[src/rtl/e203_itcm_ram_ctrl_pkg.sv]
// Shared definitions for the ITCM SRAM controller: low-power state encoding,
// requester port indices and the default idle threshold before light sleep.
package e203_itcm_ctrl_pkg;

   typedef enum logic [1:0] {
      ST_ACT  = 2'd0,
      ST_SLP  = 2'd1,
      ST_WAKE = 2'd2
   } lp_state_e;

   localparam int P_IFU       = 0;
   localparam int P_LSU       = 1;
   localparam int LS_IDLE_DEF = 16;

endpackage

[src/rtl/e203_itcm_ram_ctrl_rr_arb2.sv]
// Two-way round-robin arbiter: on a tie the port that was not granted last wins;
// the last-grant pointer only moves when the granted command is accepted.
module e203_itcm_rr_arb2
   import e203_itcm_ctrl_pkg::*;
(
   input  logic       clk,
   input  logic       rst,
   input  logic [1:0] i_req,
   input  logic       i_accept,
   output logic [1:0] o_grant
);

   logic r_last;

   always_comb begin
      o_grant = i_req;
      if (i_req == 2'b11) begin
         o_grant = (r_last == 1'(P_LSU)) ? 2'b01 : 2'b10;
      end
   end

   always_ff @(posedge clk or posedge rst) begin
      if (rst) begin
         r_last <= 1'(P_LSU);
      end else if (i_accept) begin
         r_last <= o_grant[1];
      end
   end

endmodule

[src/rtl/e203_itcm_ram_ctrl.sv]
// ITCM SRAM sequencer: arbitrates IFU/LSU onto a single-port macro with one access
// outstanding, returns responses one cycle later, and drives idle-based light sleep.
module e203_itcm_ram_ctrl
   import e203_itcm_ctrl_pkg::*;
#(
   parameter int AW      = 13,
   parameter int DW      = 64,
   parameter int MW      = 8,
   parameter int LS_IDLE = LS_IDLE_DEF
) (
   input  logic          clk,
   input  logic          rst,
   input  logic          p0_cmd_valid,
   output logic          p0_cmd_ready,
   input  logic          p0_cmd_read,
   input  logic [AW-1:0] p0_cmd_addr,
   input  logic [DW-1:0] p0_cmd_wdata,
   input  logic [MW-1:0] p0_cmd_wmask,
   output logic          p0_rsp_valid,
   input  logic          p0_rsp_ready,
   output logic [DW-1:0] p0_rsp_rdata,
   input  logic          p1_cmd_valid,
   output logic          p1_cmd_ready,
   input  logic          p1_cmd_read,
   input  logic [AW-1:0] p1_cmd_addr,
   input  logic [DW-1:0] p1_cmd_wdata,
   input  logic [MW-1:0] p1_cmd_wmask,
   output logic          p1_rsp_valid,
   input  logic          p1_rsp_ready,
   output logic [DW-1:0] p1_rsp_rdata,
   output logic          ram_cs,
   output logic          ram_we,
   output logic [AW-1:0] ram_addr,
   output logic [MW-1:0] ram_wem,
   output logic [DW-1:0] ram_din,
   input  logic [DW-1:0] ram_dout,
   output logic          ram_sd,
   output logic          ram_ds,
   output logic          ram_ls
);

   localparam int CNT_W = (LS_IDLE < 2) ? 1 : $clog2(LS_IDLE + 1);
   localparam logic [CNT_W-1:0] CNT_MAX = CNT_W'(LS_IDLE);

   lp_state_e        r_state;
   logic [CNT_W-1:0] r_cnt;
   logic             r_ls;
   logic             r_pend;
   logic             r_owner;
   logic             r_rd;

   logic [1:0]       w_grant;
   logic             w_own_rdy, w_rsp_hs, w_can_issue, w_open;
   logic             w_hs0, w_hs1, w_issue, w_sel, w_read, w_any_valid;

   assign w_any_valid = p0_cmd_valid | p1_cmd_valid;
   assign w_own_rdy   = r_owner ? p1_rsp_ready : p0_rsp_ready;
   assign w_rsp_hs    = r_pend & w_own_rdy;
   assign w_can_issue = ~r_pend | w_rsp_hs;
   // Reset gates readiness so the macro never sees a chip select while rst is high.
   assign w_open      = w_can_issue & (r_state == ST_ACT) & ~rst;

   e203_itcm_rr_arb2 u_arb (
      .clk      (clk),
      .rst      (rst),
      .i_req    ({p1_cmd_valid, p0_cmd_valid}),
      .i_accept (w_issue),
      .o_grant  (w_grant)
   );

   assign p0_cmd_ready = w_grant[0] & w_open;
   assign p1_cmd_ready = w_grant[1] & w_open;
   assign w_hs0        = p0_cmd_valid & p0_cmd_ready;
   assign w_hs1        = p1_cmd_valid & p1_cmd_ready;
   assign w_issue      = w_hs0 | w_hs1;
   assign w_sel        = w_hs1;
   assign w_read       = w_sel ? p1_cmd_read : p0_cmd_read;

   assign ram_cs   = w_issue;
   assign ram_we   = w_issue & ~w_read;
   assign ram_addr = w_issue ? (w_sel ? p1_cmd_addr : p0_cmd_addr) : '0;
   assign ram_din  = w_issue ? (w_sel ? p1_cmd_wdata : p0_cmd_wdata) : '0;
   assign ram_wem  = ram_we ? (w_sel ? p1_cmd_wmask : p0_cmd_wmask) : '0;
   assign ram_sd   = 1'b0;
   assign ram_ds   = 1'b0;
   assign ram_ls   = r_ls;

   // The macro holds dout until the next read cs, so rdata needs no local copy.
   assign p0_rsp_valid = r_pend & (r_owner == 1'(P_IFU));
   assign p1_rsp_valid = r_pend & (r_owner == 1'(P_LSU));
   assign p0_rsp_rdata = (p0_rsp_valid & r_rd) ? ram_dout : '0;
   assign p1_rsp_rdata = (p1_rsp_valid & r_rd) ? ram_dout : '0;

   always_ff @(posedge clk or posedge rst) begin
      if (rst) begin
         r_pend  <= 1'b0;
         r_owner <= 1'b0;
         r_rd    <= 1'b0;
      end else if (w_issue) begin
         r_pend  <= 1'b1;
         r_owner <= w_sel;
         r_rd    <= w_read;
      end else if (w_rsp_hs) begin
         r_pend  <= 1'b0;
      end
   end

   always_ff @(posedge clk or posedge rst) begin
      if (rst) begin
         r_state <= ST_ACT;
         r_cnt   <= '0;
         r_ls    <= 1'b0;
      end else begin
         case (r_state)
            ST_ACT: begin
               if (w_any_valid | r_pend) begin
                  r_cnt <= '0;
               end else if ((LS_IDLE != 0) && (r_cnt == CNT_MAX - 1'b1)) begin
                  r_cnt   <= CNT_MAX;
                  r_state <= ST_SLP;
                  r_ls    <= 1'b1;
               end else if (r_cnt != CNT_MAX) begin
                  r_cnt <= r_cnt + 1'b1;
               end
            end
            ST_SLP: begin
               if (w_any_valid) begin
                  r_state <= ST_WAKE;
                  r_ls    <= 1'b0;
                  r_cnt   <= '0;
               end
            end
            ST_WAKE: begin
               r_state <= ST_ACT;
               r_cnt   <= '0;
            end
            default: begin
               r_state <= ST_ACT;
               r_ls    <= 1'b0;
               r_cnt   <= '0;
            end
         endcase
      end
   end

endmodule

[config.mk]
export PLATFORM = sky130hd
export DESIGN_NAME = e203_itcm_ram_ctrl
export DESIGN_NICKNAME = d
export VERILOG_FILES = /design/src/rtl/e203_itcm_ram_ctrl_pkg.sv /design/src/rtl/e203_itcm_ram_ctrl_rr_arb2.sv /design/src/rtl/e203_itcm_ram_ctrl.sv
export SDC_FILE = /design/constraint.sdc
export NUM_CORES = 1
export LEC_CHECK = 0
export ABC_AREA = 1
export CAP_MARGIN = 25
export CORE_AREA = 3 3 178 180
export CTS_CLUSTER_DIAMETER = 80
export DETAILED_ROUTE_END_ITERATION = 10
export DIE_AREA = 0 0 181 183
export DONT_BUFFER_PORTS = 1
export PLACE_DENSITY_LB_ADDON = 0.08
export SLEW_MARGIN = 15
export SYNTH_ARGS = -nofsm -noshare
export SYNTH_HDL_FRONTEND = slang
export SYNTH_SLANG_ARGS = --single-unit
[constraint.sdc]
create_clock -name clk -period 2.3 [get_ports clk]
set_input_delay 0.345 -clock clk [delete_from_list [all_inputs] [get_ports clk]]
set_output_delay 0.345 -clock clk [all_outputs]
set_load 0.1 [all_outputs]
Yosys cells after proc, flatten, opt, wreduce, memory -nomap -nowiden
Cells that the tools add are included.
{"block": "totals", "reg_bits": 12, "inputBits": 242, "elab_cells": 70, "output_inout_bits": 222}
{"block": "classes", "addsub": 1, "muxes": 27, "n_reduce_logical": 5, "n_bitwise": 21, "n_eq_ne": 9}
{"operator": "$mux 64", "count": 4}
{"operator": "$mux 13", "count": 2}
{"operator": "$mux 5", "count": 4}
{"operator": "$mux 8", "count": 2}
{"operator": "$and 1x1->1", "count": 12}
{"operator": "$mux 2", "count": 5}
{"operator": "$pmux 5 s2", "count": 1}
{"operator": "$mux 1", "count": 7}
{"operator": "$add 5x1->5 const B", "count": 1}
{"operator": "$eq 5x4->1 const B", "count": 1}
{"operator": "$ne 5x5->1 const B", "count": 1}
{"operator": "$not 1->1", "count": 5}
{"operator": "$eq 2x2->1 const B", "count": 2}
{"operator": "$ne 2x2->1 const B", "count": 2}
{"operator": "$ne 4x1->1 const B", "count": 1}
{"operator": "$or 1x1->1", "count": 4}
{"operator": "$pmux 2 s2", "count": 1}
{"operator": "$reduce_and 4->1", "count": 1}
{"operator": "$pmux 1 s3", "count": 1}
{"operator": "$reduce_and 3->1", "count": 1}
{"operator": "$eq 2x1->1 const B", "count": 1}
{"operator": "$logic_not 2->1", "count": 1}
{"operator": "$ne 2x1->1 const B", "count": 1}
{"operator": "$reduce_and 2->1", "count": 1}
{"operator": "$reduce_bool 2->1", "count": 1}

Logic depth before layout (Yosys ltp)
{"block": "logic_depth", "ltp_word": 11, "depth_mapped": 10, "ltp_nobuf": 10}

Hierarchy
Synthesis repeated with hierarchy kept, for this count alone.
{"block": "hier_totals", "cells_unflattened": 610, "area_unflattened_um2": 2874.0}
{"module": "e203_itcm_ram_ctrl", "seq_area_each_um2": 275.3, "instances": 1, "area_per_inst_um2": 2806.4, "cells_each": 600}
{"module": "e203_itcm_rr_arb2", "seq_area_each_um2": 26.3, "instances": 1, "area_per_inst_um2": 67.6, "cells_each": 10}

Worst setup path after synthesis
No wires, ideal clock.
{"block": "synth_path", "path_kind": "register -> output", "startpoint": "register r_pend", "endpoint": "output port p0_rsp_rdata[10]", "setup_slack_ns": -1.780, "required_time_ns": 1.955, "path_buffers": 1, "arrival_ns": 3.735, "stages_incl_launch_ff": 6, "cell_sequence": "dfrtp_1 > inv_1 > nor2_1 > nand2_1 > clkbuf_1 > nor2_1"}
{"block": "synth_via", "elab_chain_len": 3}
{"item": "start, declared", "line_no": "e203_itcm_ram_ctrl.sv:48", "rtl": "logic r_pend;"}
{"item": "start signal, assigned", "line_no": "e203_itcm_ram_ctrl.sv:96", "rtl": "r_pend <= 1'b0;"}
{"item": "start signal, assigned", "line_no": "e203_itcm_ram_ctrl.sv:100", "rtl": "r_pend <= 1'b1;"}
{"item": "start signal, assigned", "line_no": "e203_itcm_ram_ctrl.sv:104", "rtl": "r_pend <= 1'b0;"}
{"item": "$and 1x1->1", "line_no": "e203_itcm_ram_ctrl.sv:89", "rtl": "assign p0_rsp_valid = r_pend & (r_owner == 1'(P_IFU));"}
{"item": "named net p0_rsp_valid", "line_no": "e203_itcm_ram_ctrl.sv:19", "rtl": "output logic p0_rsp_valid,"}
{"item": "$and 1x1->1", "line_no": "e203_itcm_ram_ctrl.sv:91", "rtl": "assign p0_rsp_rdata = (p0_rsp_valid & r_rd) ? ram_dout : '0;"}
{"item": "$mux 64", "line_no": "e203_itcm_ram_ctrl.sv:91"}
{"item": "end, declared", "line_no": "e203_itcm_ram_ctrl.sv:21", "rtl": "output logic [DW-1:0] p0_rsp_rdata,"}
The timed path passes the listed nets, and every way through them passes these cells.

Worst setup path in the final report
{"block": "layout_path", "startpoint": "register r_state[0]", "endpoint": "output port ram_wem[6]"}
{"block": "layout_via", "elab_chain_len": 9, "word_cells_on_any_way": 13, "cone_classes": "mux: 3; bitwise: 9; reduce/logical: 1"}
{"item": "start, declared", "line_no": "e203_itcm_ram_ctrl.sv:45", "rtl": "lp_state_e r_state;"}
{"item": "start signal, assigned", "line_no": "e203_itcm_ram_ctrl.sv:110", "rtl": "r_state <= ST_ACT;"}
{"item": "start signal, assigned", "line_no": "e203_itcm_ram_ctrl.sv:120", "rtl": "r_state <= ST_SLP;"}
{"item": "start signal, assigned", "line_no": "e203_itcm_ram_ctrl.sv:128", "rtl": "r_state <= ST_WAKE;"}
{"item": "$logic_not 2->1 *", "line_no": "e203_itcm_ram_ctrl.sv:61", "rtl": "assign w_open = w_can_issue & (r_state == ST_ACT) & ~rst;"}
{"item": "$and 1x1->1 * (2 in series)", "line_no": "e203_itcm_ram_ctrl.sv:61"}
{"item": "$and 1x1->1", "line_no": "e203_itcm_ram_ctrl.sv:72", "rtl": "assign p1_cmd_ready = w_grant[1] & w_open;"}
{"item": "$and 1x1->1", "line_no": "e203_itcm_ram_ctrl.sv:74", "rtl": "assign w_hs1 = p1_cmd_valid & p1_cmd_ready;"}
{"item": "$mux 1", "line_no": "e203_itcm_ram_ctrl.sv:77", "rtl": "assign w_read = w_sel ? p1_cmd_read : p0_cmd_read;"}
{"item": "$not 1->1", "line_no": "e203_itcm_ram_ctrl.sv:80", "rtl": "assign ram_we = w_issue & ~w_read;"}
{"item": "$and 1x1->1", "line_no": "e203_itcm_ram_ctrl.sv:80"}
{"item": "$mux 8 *", "line_no": "e203_itcm_ram_ctrl.sv:83", "rtl": "assign ram_wem = ram_we ? (w_sel ? p1_cmd_wmask : p0_cmd_wmask) : '0;"}
{"item": "end, declared", "line_no": "e203_itcm_ram_ctrl.sv:34", "rtl": "output logic [MW-1:0] ram_wem,"}
Every way passes the cells marked *; elsewhere a longest branch is shown, timed or not.

==> flow_metrics.env <==
export IMPL_cts_buffers_inserted=3
export IMPL_end_kind="output pin"
export IMPL_track_usage=0.126
export IMPL_initial_core_util=0.0929
export IMPL_num_rows=64
export IMPL_worstPathRequired_ns=1.96
export IMPL_drtPass1Iterations=4
export IMPL_cts_tree="built"
export IMPL_finalCriticalPeriod_ns=2.26
export IMPL_ios=464
export IMPL_wire_per_inst_microns=19.1
export IMPL_min_period_over_period=0.981
export IMPL_drv_slew=0
export IMPL_final_layout_size_suffix_gt1_frac=0.605
export IMPL_setup_tns_ns=0
export IMPL_cts_htree_levels=1
export IMPL_grt_overflow=0
export IMPL_drc=0
export IMPL_netlist_area_sq_mm=0.00282
export IMPL_ant_nets=0
export IMPL_max_cap_violations=0
export IMPL_crit_arrival_ns=1.91
export IMPL_yosys_area_share_simple=0.518
export IMPL_clkLatencyLatePin_ns=0.24
export IMPL_fp_dieArea_sq_mm=0.0331
export IMPL_placed_cell_area_sq_mm=0.00876
export IMPL_r2r_cells=9
export IMPL_rsz0062_at_grt="yes"
export IMPL_drt_initial_drc_count=148
export IMPL_synthAdderAreaFrac=0.0133
export IMPL_status="complete, no violations"
export IMPL_ir_worst_vdd_mv=0.493
export IMPL_synth_seq_cells=12
export IMPL_total_power_w=0.0131
export IMPL_fillers=3168
export IMPL_power_density_mw_per_mm2=1430
export IMPL_synth_cell_types=27
export IMPL_fin_nets=1061
export IMPL_clkSinkCount=12
export IMPL_vias=4689
export IMPL_grt_pass1_vias=4966
export IMPL_p_leak_nw=3.69
export IMPL_gp_congestion=0.835
export IMPL_fin_util=0.303
export IMPL_crit_type="reg -> out"
export IMPL_cts_root_buffer="clkbuf_16"
export IMPL_skew_ns=0.000975
export IMPL_fmax_mhz=443
export IMPL_grt_pass1_wl_microns=32300
export IMPL_cts_buffer_depth=2
export IMPL_wirelength_microns=23200
export IMPL_hold_viol=0
export IMPL_synth_xor_xnor_area_share=0.00311
export IMPL_worstPathMaxFanout=9
export IMPL_place_ws_ns=0.0964
export IMPL_min_path_type="in -> async"
export IMPL_syn_inst=604
export IMPL_grt_antenna_before_repair=3
export IMPL_synth_warnings=0
export IMPL_port_buffers=0
export IMPL_muxShareOfSynthArea=0
export IMPL_vias_per_cell=3.87
export IMPL_grt_max_degree=61
export IMPL_syn_area_per_cell_sq_um=4.67
export IMPL_dieHeight_microns=183
export IMPL_finalSetupViolations=0
export IMPL_start_kind="flop"
export IMPL_core_area_sq_mm=0.0303
export IMPL_syn2layout_area_growth_pct=226
export IMPL_synth_compound_area_share=0.158
export IMPL_hpwl_microns=19100
export IMPL_synth_top_family_by_area="simple AND/OR/NAND/NOR gates"
export IMPL_setup_ws_ns=0.0438
export IMPL_hold_buffers=0
export IMPL_clk_transition_reported_paths_ns=0.04
export IMPL_dieWidth_microns=181
export IMPL_finalInstanceArea_sq_mm=0.00919
export IMPL_ys_seq_area_frac=0.107
flip-flops by register name, indices dropped and copies added, names as in the netlist:
name          cells
r_pend            1
r_rd              1
r_cnt             5
r_state           2
r_owner           1
ram_ls            1
u_arb.r_last      1
metrics by stage:
| stage | std cells | hold WS, ns |
|---|---|---|
| floorplan | 605 | 0.209 |
| global placement | 1196 | 0.288 |
| detailed placement | 1196 | 0.281 |
| CTS | 1203 | 0.0352 |
| global route | 1212 | 0.0411 |
| finish | 1212 | 0.0155 |
placed cells by master, fill, tap and decap left out, drive strengths merged:
master	synthesis	layout
nor2	298	298
buf	22	244
inv	92	90
o21ai	85	85
nand2	43	43
dfrtp	11	11
nand3	11	11
nand4	9	9
clkbuf	20	8
nor3	4	4
ha	3	3
conb	1	2
diode	0	1
clkinv	0	1
a21oi	1	1
and2	1	1
a21boi	1	1
clkinvlp	0	1
xor2	1	1
dfstp	1	1
timing repair:
| action | in CTS | in global routing |
|---|---|---|
| gates resized for setup | 37 | 50 |
| endpoints found under the setup margin | 86 | 86 |
| pin swaps | 2 | 5 |
| endpoints found under the hold margin | 0 | 0 |
| buffers inserted | 0 | 4 |
| cloned | 3 | 4 |
path summary, 6_finish.rpt:
kind / to / slack, ns / startpoint
max in group asynchronous: u_arb.r_last / 1.93 / rst
hold / removal: ram_ls / 0.02 / rst
setup reg to reg: r_cnt[4] / 0.46 / r_cnt[0]
hold reg to reg: u_arb.r_last / 0.49 / u_arb.r_last
setup / recovery: ram_wem[6] / 0.04 / r_state[0]
min in group clk: r_rd / 0.33 / p0_cmd_read
critical path, stage by stage (launching register included):
cell     delay, ns
dfrtp_1       0.40
inv_2         0.10
nand2_4       0.06
nor2_4        0.17
nand3_4       0.15
nor2_2        0.24
nand2_8       0.18
nor2_4        0.16
buf_12        0.19
routing by layer:
layer	track usage	up-vias	part of all wire	wire (microns)
li1	-	2244	-	-
met1	0.133	2142	0.34	7880
met2	0.251	289	0.57	13200
met3	0.0424	10	0.088	2040
met4	0.0113	4	0.0024	56
met5	0	-	0.00091	21
cells in the mapped netlist (all sizes together):
| library cell | instances | area, sq um |
|---|---|---|
| nor2 | 298 | 1130 |
| clkbuf | 20 | 75.1 |
| dfstp | 1 | 26.3 |
| nand3 | 11 | 77.6 |
| nand2 | 43 | 174 |
| nand4 | 9 | 56.3 |
| conb | 1 | 3.75 |
| and2 | 1 | 6.26 |
| xor2 | 1 | 8.76 |
| o21ai | 85 | 429 |
| dfrtp | 11 | 275 |
| ha | 3 | 37.5 |
| a21boi | 1 | 7.51 |
| buf | 22 | 141 |
| nor3 | 4 | 20.0 |
| inv | 92 | 345 |
| a21oi | 1 | 8.76 |
cells by family after synthesis:
kind of cell / count (synthesis)
simple gates: 366
buf+inv: 134
compound gates: 87
flops: 12
fa+ha+maj: 3
xor+xnor: 1
other cells: 1
report_power, final:
part           internal [W]  switching, W  leakage (nW)  total (W)
logic               0.00364       0.00881          3.49     0.0125
registers          0.000257     0.0000624         0.156   0.000320
clock network      0.000262     0.0000911        0.0442   0.000354
area by class of cell:
cell class / count / area [sq um] / share of cell area
repair buffers: 248 / 4360 / 0.474
diodes: 1 / 2.50 / 0.000272
inverters: 92 / 362 / 0.0393
flip-flops and latches: 12 / 302 / 0.0328
clock buffers: 4 / 88.8 / 0.00967
well taps: 396 / 495 / 0.0539
multi-input cells: 459 / 3580 / 0.390
(Power assumes the default switching activity.)
